### src/rtl/ej1_moore_ctrl_if.sv
// -----------------------------------------------------------------------------
// ej1_moore_ctrl_if
//
// Bundle between the exercise test harness (master) and the exercise-1
// sequencing controller (slave).
//
// Signals:
//   inputStart    harness -> ctrl  run request, only looked at while idle
//   inputPattern  harness -> ctrl  N-bit S stimulus, applied LSB first
//   outputBusy    ctrl -> harness  high while initialising / stepping
//   outputDone    ctrl -> harness  one-cycle completion pulse
//   outputCount   ctrl -> harness  number of steps that landed in state 01
//   outputState   ctrl -> harness  machine state {y1,y2}
//   outputZ       ctrl -> harness  Moore output, (state == 01)
// -----------------------------------------------------------------------------
interface ej1_moore_ctrl_if #(
    parameter int N  = 8,
    parameter int CW = $clog2(N + 1)
);
    logic          inputStart;
    logic [N-1:0]  inputPattern;
    logic          outputBusy;
    logic          outputDone;
    logic [CW-1:0] outputCount;
    logic [1:0]    outputState;
    logic          outputZ;

    modport master (
        output inputStart,
        output inputPattern,
        input  outputBusy,
        input  outputDone,
        input  outputCount,
        input  outputState,
        input  outputZ
    );

    modport slave (
        input  inputStart,
        input  inputPattern,
        output outputBusy,
        output outputDone,
        output outputCount,
        output outputState,
        output outputZ
    );
endinterface

### src/rtl/ej1_moore_ctrl.sv
// -----------------------------------------------------------------------------
// ej1_moore_ctrl
//
// Sequencing controller for the exercise-1 Moore machine. Owns the 2-bit
// machine state {y1,y2}. On an accepted start it forces the machine to 11
// (I=0) for one cycle, then clocks it through an N-bit serial pattern on S,
// one bit per cycle, counting the steps that land in state 01.
//
// Ports:
//   inputClock  rising-edge clock
//   inputReset  synchronous, active-high reset
//   bus         ej1_moore_ctrl_if.slave (start/pattern in, busy/done/
//               count/state/Z out)
//
// Timeline for a start accepted at edge t:
//   cycle t+1          INIT  (busy)
//   cycles t+2..t+N+1  RUN   (busy, one pattern bit per cycle)
//   cycle t+N+2        DONE  (done pulse, busy low, results final)
//   cycle t+N+3        IDLE
// -----------------------------------------------------------------------------
module ej1_moore_ctrl #(
    parameter int N  = 8,
    parameter int CW = $clog2(N + 1)
) (
    input  logic            inputClock,
    input  logic            inputReset,
    ej1_moore_ctrl_if.slave bus
);

    // Step index only needs to reach N-1.
    localparam int            IW       = (N > 1) ? $clog2(N) : 1;
    localparam logic [IW-1:0] LAST_IDX = IW'(N - 1);

    // Controller states.
    localparam logic [1:0] ST_IDLE = 2'd0;
    localparam logic [1:0] ST_INIT = 2'd1;
    localparam logic [1:0] ST_RUN  = 2'd2;
    localparam logic [1:0] ST_DONE = 2'd3;

    // Machine states of interest.
    localparam logic [1:0] M_FORCED = 2'b11;
    localparam logic [1:0] M_DETECT = 2'b01;

    // Exercise-1 next-state equations:
    //   Y1 = ~I | (~S & (~y1 | y2))
    //   Y2 = ~I | (~y2 & y1 & ~S)
    function automatic logic [1:0] next_machine(
        input logic [1:0] y,
        input logic       i_in,
        input logic       s_in
    );
        logic y1;
        logic y2;
        logic n1;
        logic n2;
        y1 = y[1];
        y2 = y[0];
        n1 = ~i_in | (~s_in & (~y1 | y2));
        n2 = ~i_in | (~y2 & y1 & ~s_in);
        return {n1, n2};
    endfunction

    logic [1:0]    ctrl_q,   ctrl_d;
    logic [1:0]    mstate_q, mstate_d;
    logic [N-1:0]  shift_q,  shift_d;
    logic [IW-1:0] idx_q,    idx_d;
    logic [CW-1:0] count_q,  count_d;
    logic          z_q,      z_d;

    // Machine state that the current RUN step would produce.
    logic [1:0]    step_state;

    always_comb begin
        ctrl_d     = ctrl_q;
        mstate_d   = mstate_q;
        shift_d    = shift_q;
        idx_d      = idx_q;
        count_d    = count_q;
        step_state = next_machine(mstate_q, 1'b1, shift_q[0]);

        case (ctrl_q)
            ST_IDLE: begin
                if (bus.inputStart) begin
                    shift_d = bus.inputPattern;
                    idx_d   = '0;
                    count_d = '0;
                    ctrl_d  = ST_INIT;
                end
            end

            ST_INIT: begin
                // I=0 drives both equations to 1, forcing 11.
                mstate_d = next_machine(mstate_q, 1'b0, 1'b0);
                ctrl_d   = ST_RUN;
            end

            ST_RUN: begin
                mstate_d = step_state;
                shift_d  = shift_q >> 1;
                if (step_state == M_DETECT) begin
                    count_d = count_q + CW'(1);
                end
                if (idx_q == LAST_IDX) begin
                    ctrl_d = ST_DONE;
                end else begin
                    idx_d = idx_q + IW'(1);
                end
            end

            ST_DONE: begin
                // Start is deliberately not sampled here.
                ctrl_d = ST_IDLE;
            end

            default: begin
                ctrl_d = ST_IDLE;
            end
        endcase

        // Z is registered alongside the state so it is a pure state decode.
        z_d = (mstate_d == M_DETECT);
    end

    always_ff @(posedge inputClock) begin
        if (inputReset) begin
            ctrl_q   <= ST_IDLE;
            mstate_q <= M_FORCED;
            shift_q  <= '0;
            idx_q    <= '0;
            count_q  <= '0;
            z_q      <= 1'b0;
        end else begin
            ctrl_q   <= ctrl_d;
            mstate_q <= mstate_d;
            shift_q  <= shift_d;
            idx_q    <= idx_d;
            count_q  <= count_d;
            z_q      <= z_d;
        end
    end

    assign bus.outputBusy  = (ctrl_q == ST_INIT) || (ctrl_q == ST_RUN);
    assign bus.outputDone  = (ctrl_q == ST_DONE);
    assign bus.outputCount = count_q;
    assign bus.outputState = mstate_q;
    assign bus.outputZ     = z_q;

endmodule

### src/flat_wrapper.sv
// flat-port wrapper written by rule: the top's interface ports become plain ports
module ej1_moore_ctrl_flat 
#(
    parameter int N  = 8,
    parameter int CW = $clog2(N + 1)
)
  (inputClock, inputReset, bus_inputStart, bus_inputPattern, bus_outputBusy, bus_outputDone, bus_outputCount, bus_outputState, bus_outputZ);
  ej1_moore_ctrl_if #(.N(N), .CW(CW)) bus_i ();
  input  logic inputClock;
  input  logic inputReset;
  input wire logic [$bits(bus_i.inputStart)-1:0] bus_inputStart;
  input wire logic [$bits(bus_i.inputPattern)-1:0] bus_inputPattern;
  output wire logic [$bits(bus_i.outputBusy)-1:0] bus_outputBusy;
  output wire logic [$bits(bus_i.outputDone)-1:0] bus_outputDone;
  output wire logic [$bits(bus_i.outputCount)-1:0] bus_outputCount;
  output wire logic [$bits(bus_i.outputState)-1:0] bus_outputState;
  output wire logic [$bits(bus_i.outputZ)-1:0] bus_outputZ;
  assign bus_i.inputStart = bus_inputStart;
  assign bus_i.inputPattern = bus_inputPattern;
  assign bus_outputBusy = bus_i.outputBusy;
  assign bus_outputDone = bus_i.outputDone;
  assign bus_outputCount = bus_i.outputCount;
  assign bus_outputState = bus_i.outputState;
  assign bus_outputZ = bus_i.outputZ;
  ej1_moore_ctrl #(.N(N), .CW(CW)) u_core (.inputClock(inputClock), .inputReset(inputReset), .bus(bus_i));
endmodule
### config.mk
export PLATFORM = sky130hd
export DESIGN_NAME = ej1_moore_ctrl_flat
export DESIGN_NICKNAME = d
export VERILOG_FILES = /design/src/rtl/ej1_moore_ctrl_if.sv /design/src/rtl/ej1_moore_ctrl.sv /design/src/flat_wrapper.sv
export SDC_FILE = /design/constraint.sdc
export NUM_CORES = 1
export LEC_CHECK = 0
export CELL_PAD_IN_SITES_DETAIL_PLACEMENT = 1
export CELL_PAD_IN_SITES_GLOBAL_PLACEMENT = 2
export CORE_UTILIZATION = 38
export CTS_BUF_LIST = sky130_fd_sc_hd__clkbuf_16
export DETAILED_ROUTE_END_ITERATION = 7
export DONT_BUFFER_PORTS = 1
export GPL_TIMING_DRIVEN = 0
export PLACE_DENSITY = 0.76
export SYNTH_ARGS = -nofsm -noshare
export SYNTH_HDL_FRONTEND = slang
export SYNTH_SLANG_ARGS = --single-unit
### constraint.sdc
create_clock -name inputClock -period 1.77 [get_ports inputClock]
set_input_delay 0.354 -clock inputClock [delete_from_list [all_inputs] [get_ports inputClock]]
set_output_delay 0.354 -clock inputClock [all_outputs]
set_load 0.005 [all_outputs]
==> key figures <==
STA
  – Crit path time final: ~1600 ps
  – Final setup viols: 0
  – Max Clock Skew: approximately 1 ps
  – Worst-margin pin slew: 354 ps
  – RSZ-0062 raised after global routing: no
  – Minimum hold slack: 300 ps
  – Tcrit/Tclk final: between 80% and 90%
  – Slack of the critical path: 183 ps
  – Fmax: 630 MHz
  – Setup TNS: 0 ps
  – Max-slew headroom: about three quarters
  – Final Max Slew Viols: 0
  – Hold Fails Final Rpt: 0

Floorplanning
  – Total core area: around 2600 um^2
  – Die H: around 55 um
  – Die area: between 3000 and 4000 um^2
  – Starting density of the core: 42.0%
  – # IOs: 20
  – Die width: between 50 and 60 um
  – FP Rows: 18

Route
  – Post-DRT Antenna Nets: 0
  – Vias per inst: 5.58
  – DRC violations left: 0
  – 1st-iter DRT viols: 3
  – Routed WL: between 2000 and 2500 um
  – DR WL/cell: ~16 um
  – DRT Pass-1 Iters: 4
  – Vias: just under 800

Yosys
  – Sequential share of the synthesized area: 37.1%
  – Synth top area cells: dfxtp_1, a211oi_2, ha_1
  – EDFF count, synth: 0
  – Syn Nets: approximately 120
  – Most common cell in the netlist: dfxtp_1
  – Yosys top cell area share: between 30% and 40%
  – Asr flop ratio synth: 0%
  – Commonest register cell after synthesis: dfxtp_1
  – Mapped Avg Cell Area: 10.3 um^2
  – Commonest cells in the netlist: dfxtp_1, nor2_1, a211oi_2, ha_1, mux2i_1
  – Unique cell type count in the Yosys netlist: 35
  – YS warnings: 0
  – Mapped Area: around 1100 um^2
  – Cell taking the most area after synthesis: dfxtp_1
  – Syn Inst Count: around 110
  – Flops & latches, synth: 20

Global route
  – Global-route wire length before repair: 3640 um
  – Global Route Usage Sum: about 15%
  – Initial antenna violation count: 0
  – Vias in the first global route: 763
  – Total grt overflow: 0
  – Largest net degree at the start of global routing: 11

CTS
  – Skew-Pair Late Insertion Delay: roughly 250 ps
  – Clock sinks: 20
  – Post-CTS resize count: 0
  – CTS clk-pin slew, worst paths: 50 ps
  – CTS H-tree lvls: 1
  – # Post-CTS Setup Buffers: 0
  – Clock Tree Buf Depth: 2
  – CTS Buf Count: 3
  – Hold Buf Count CTS: 0
  – CTS tree: yes
  – Root buffer cell: clkbuf_16

Finish
  – Multi-input logic area: approximately 630 um^2
  – Nets@finish: about 130
  – Share of cells above drive strength 1: 19.4%
  – Area growth, synth to finish: 10.4%
  – N_diodes: 0
  – Fill cell count: 300
  – Post-route insts no fill: 138
  – FF/Latch Area: between 400 and 500 um^2

Place
  – Pre-CTS setup slack: between 150 and 200 ps
  – Post-DP HPWL: 1610 um
  – # placed instances: ~140
  – RD Place Congestion: just over 0.7
  – PortBufs: 0

Setup path
  – WS Path Type: reg -> reg
  – CP max FO: 10
  – Startpoint Class: flip-flop
  – Worst setup path endpoint: u_core.shift_q[6]$_SDFFE_PP0P_
  – Worst reg2reg setup slack: 180 ps
  – R2r worst-path depth: 6
  – Worst reg2reg path endpoint: u_core.shift_q[6]$_SDFFE_PP0P_
  – Worst Setup End Kind: flip-flop
  – RR Startpoint: u_core.ctrl_q[0]$_SDFFE_PP0P_
  – Setup crit start: u_core.ctrl_q[0]$_SDFFE_PP0P_
  – Data required time of the worst path: between 1500 and 2000 ps
  – CP arrival: approximately 1700 ps

Run status
  – Run status: completed

Pwr
  – PwrDens: roughly 1700 nW/um^2
  – Max IR drop VDD: 0.807 mV
  – Design Power: around 0.002 W
  – Leakage: 0.454 nW

Flow run
  – Max-cap violations: 0

Min path
  – Hold/Removal Path Class: in -> reg
state kept, by name (all words and copies together) (netlist names):
register                cells
u_core.shift_q              8
u_core.bus.outputState      2
u_core.bus.outputCount      4
u_core.bus.outputZ          1
u_core.ctrl_q               2
u_core.idx_q                3
final cells by class:
class	count	share of cell area, %
buffer	4	2.73
clock buffer	3	6.30
inverter	5	1.58
multi-input combinational	76	52.6
sequential	20	33.6
tap	30	3.15
kinds of logic after synthesis:
| group | share of synthesized area (%) |
|---|---|
| simple gates | 18.2 |
| buf+inv | 4.76 |
| compound gates | 19.4 |
| mux | 11.3 |
| fa+ha+maj | 9.28 |
| flops | 37.1 |
through the flow:
stage / util, % / instance area [um^2]
after floorplan: - / 1080
after global placement: 43.5 / 1120
after detailed placement: 43.5 / 1120
after CTS: 46.4 / 1190
after global routing: 46.4 / 1190
final: 46.4 / 1190
critical path: stages (launching register included):
cell and delay (ps):
dfxtp_1 380, inv_1 100, ha_1 290, mux2_4 360
buf_8 170, nor2_1 120, a211oi_2 60
how the worst min path moves through the flow:
stage,slack (ps),cells past startpoint,from,endpoint
after CTS,300,2,inputReset,u_core.bus.outputCount[1]$_SDFFE_PP0P_
after detailed placement,460,1,u_core.idx_q[1]$_SDFFE_PP0P_,u_core.idx_q[1]$_SDFFE_PP0P_
after global placement,460,1,u_core.idx_q[1]$_SDFFE_PP0P_,u_core.idx_q[1]$_SDFFE_PP0P_
final,300,2,inputReset,u_core.bus.outputCount[1]$_SDFFE_PP0P_
after global routing,300,2,inputReset,u_core.bus.outputCount[1]$_SDFFE_PP0P_
after floorplan,450,1,u_core.idx_q[1]$_SDFFE_PP0P_,u_core.idx_q[1]$_SDFFE_PP0P_
per-layer routing:
| metal | track usage (%) | share of wire [%] | vias up |
|---|---|---|---|
| met5 | 0 | 0 | - |
| met4 | 3.21 | 0.46 | 0 |
| met3 | 5.39 | 3.7 | 2 |
| met2 | 24.8 | 48 | 11 |
| met1 | 18.3 | 48 | 369 |
| li1 | - | - | 388 |
placed cells by master, fill, tap and decap left out, drive strengths merged, types with 2 or more instances in the layout:
cell and n:
clkbuf 4, mux2i 8, a22o 2, dfxtp 20, nor2b 4, nand3 2
nand2b 4, a21oi 4, nor3 3, ha 8, nor3b 3, nor2 12
a211oi 8, inv 5, mux2 3, buf 3
power by group:
group          internal, W  switching [W]
logic             0.000373       0.000480
clock network     0.000297       0.000154
registers         0.000577      0.0000927
Note: power is estimated with default switching activity, not from simulation.
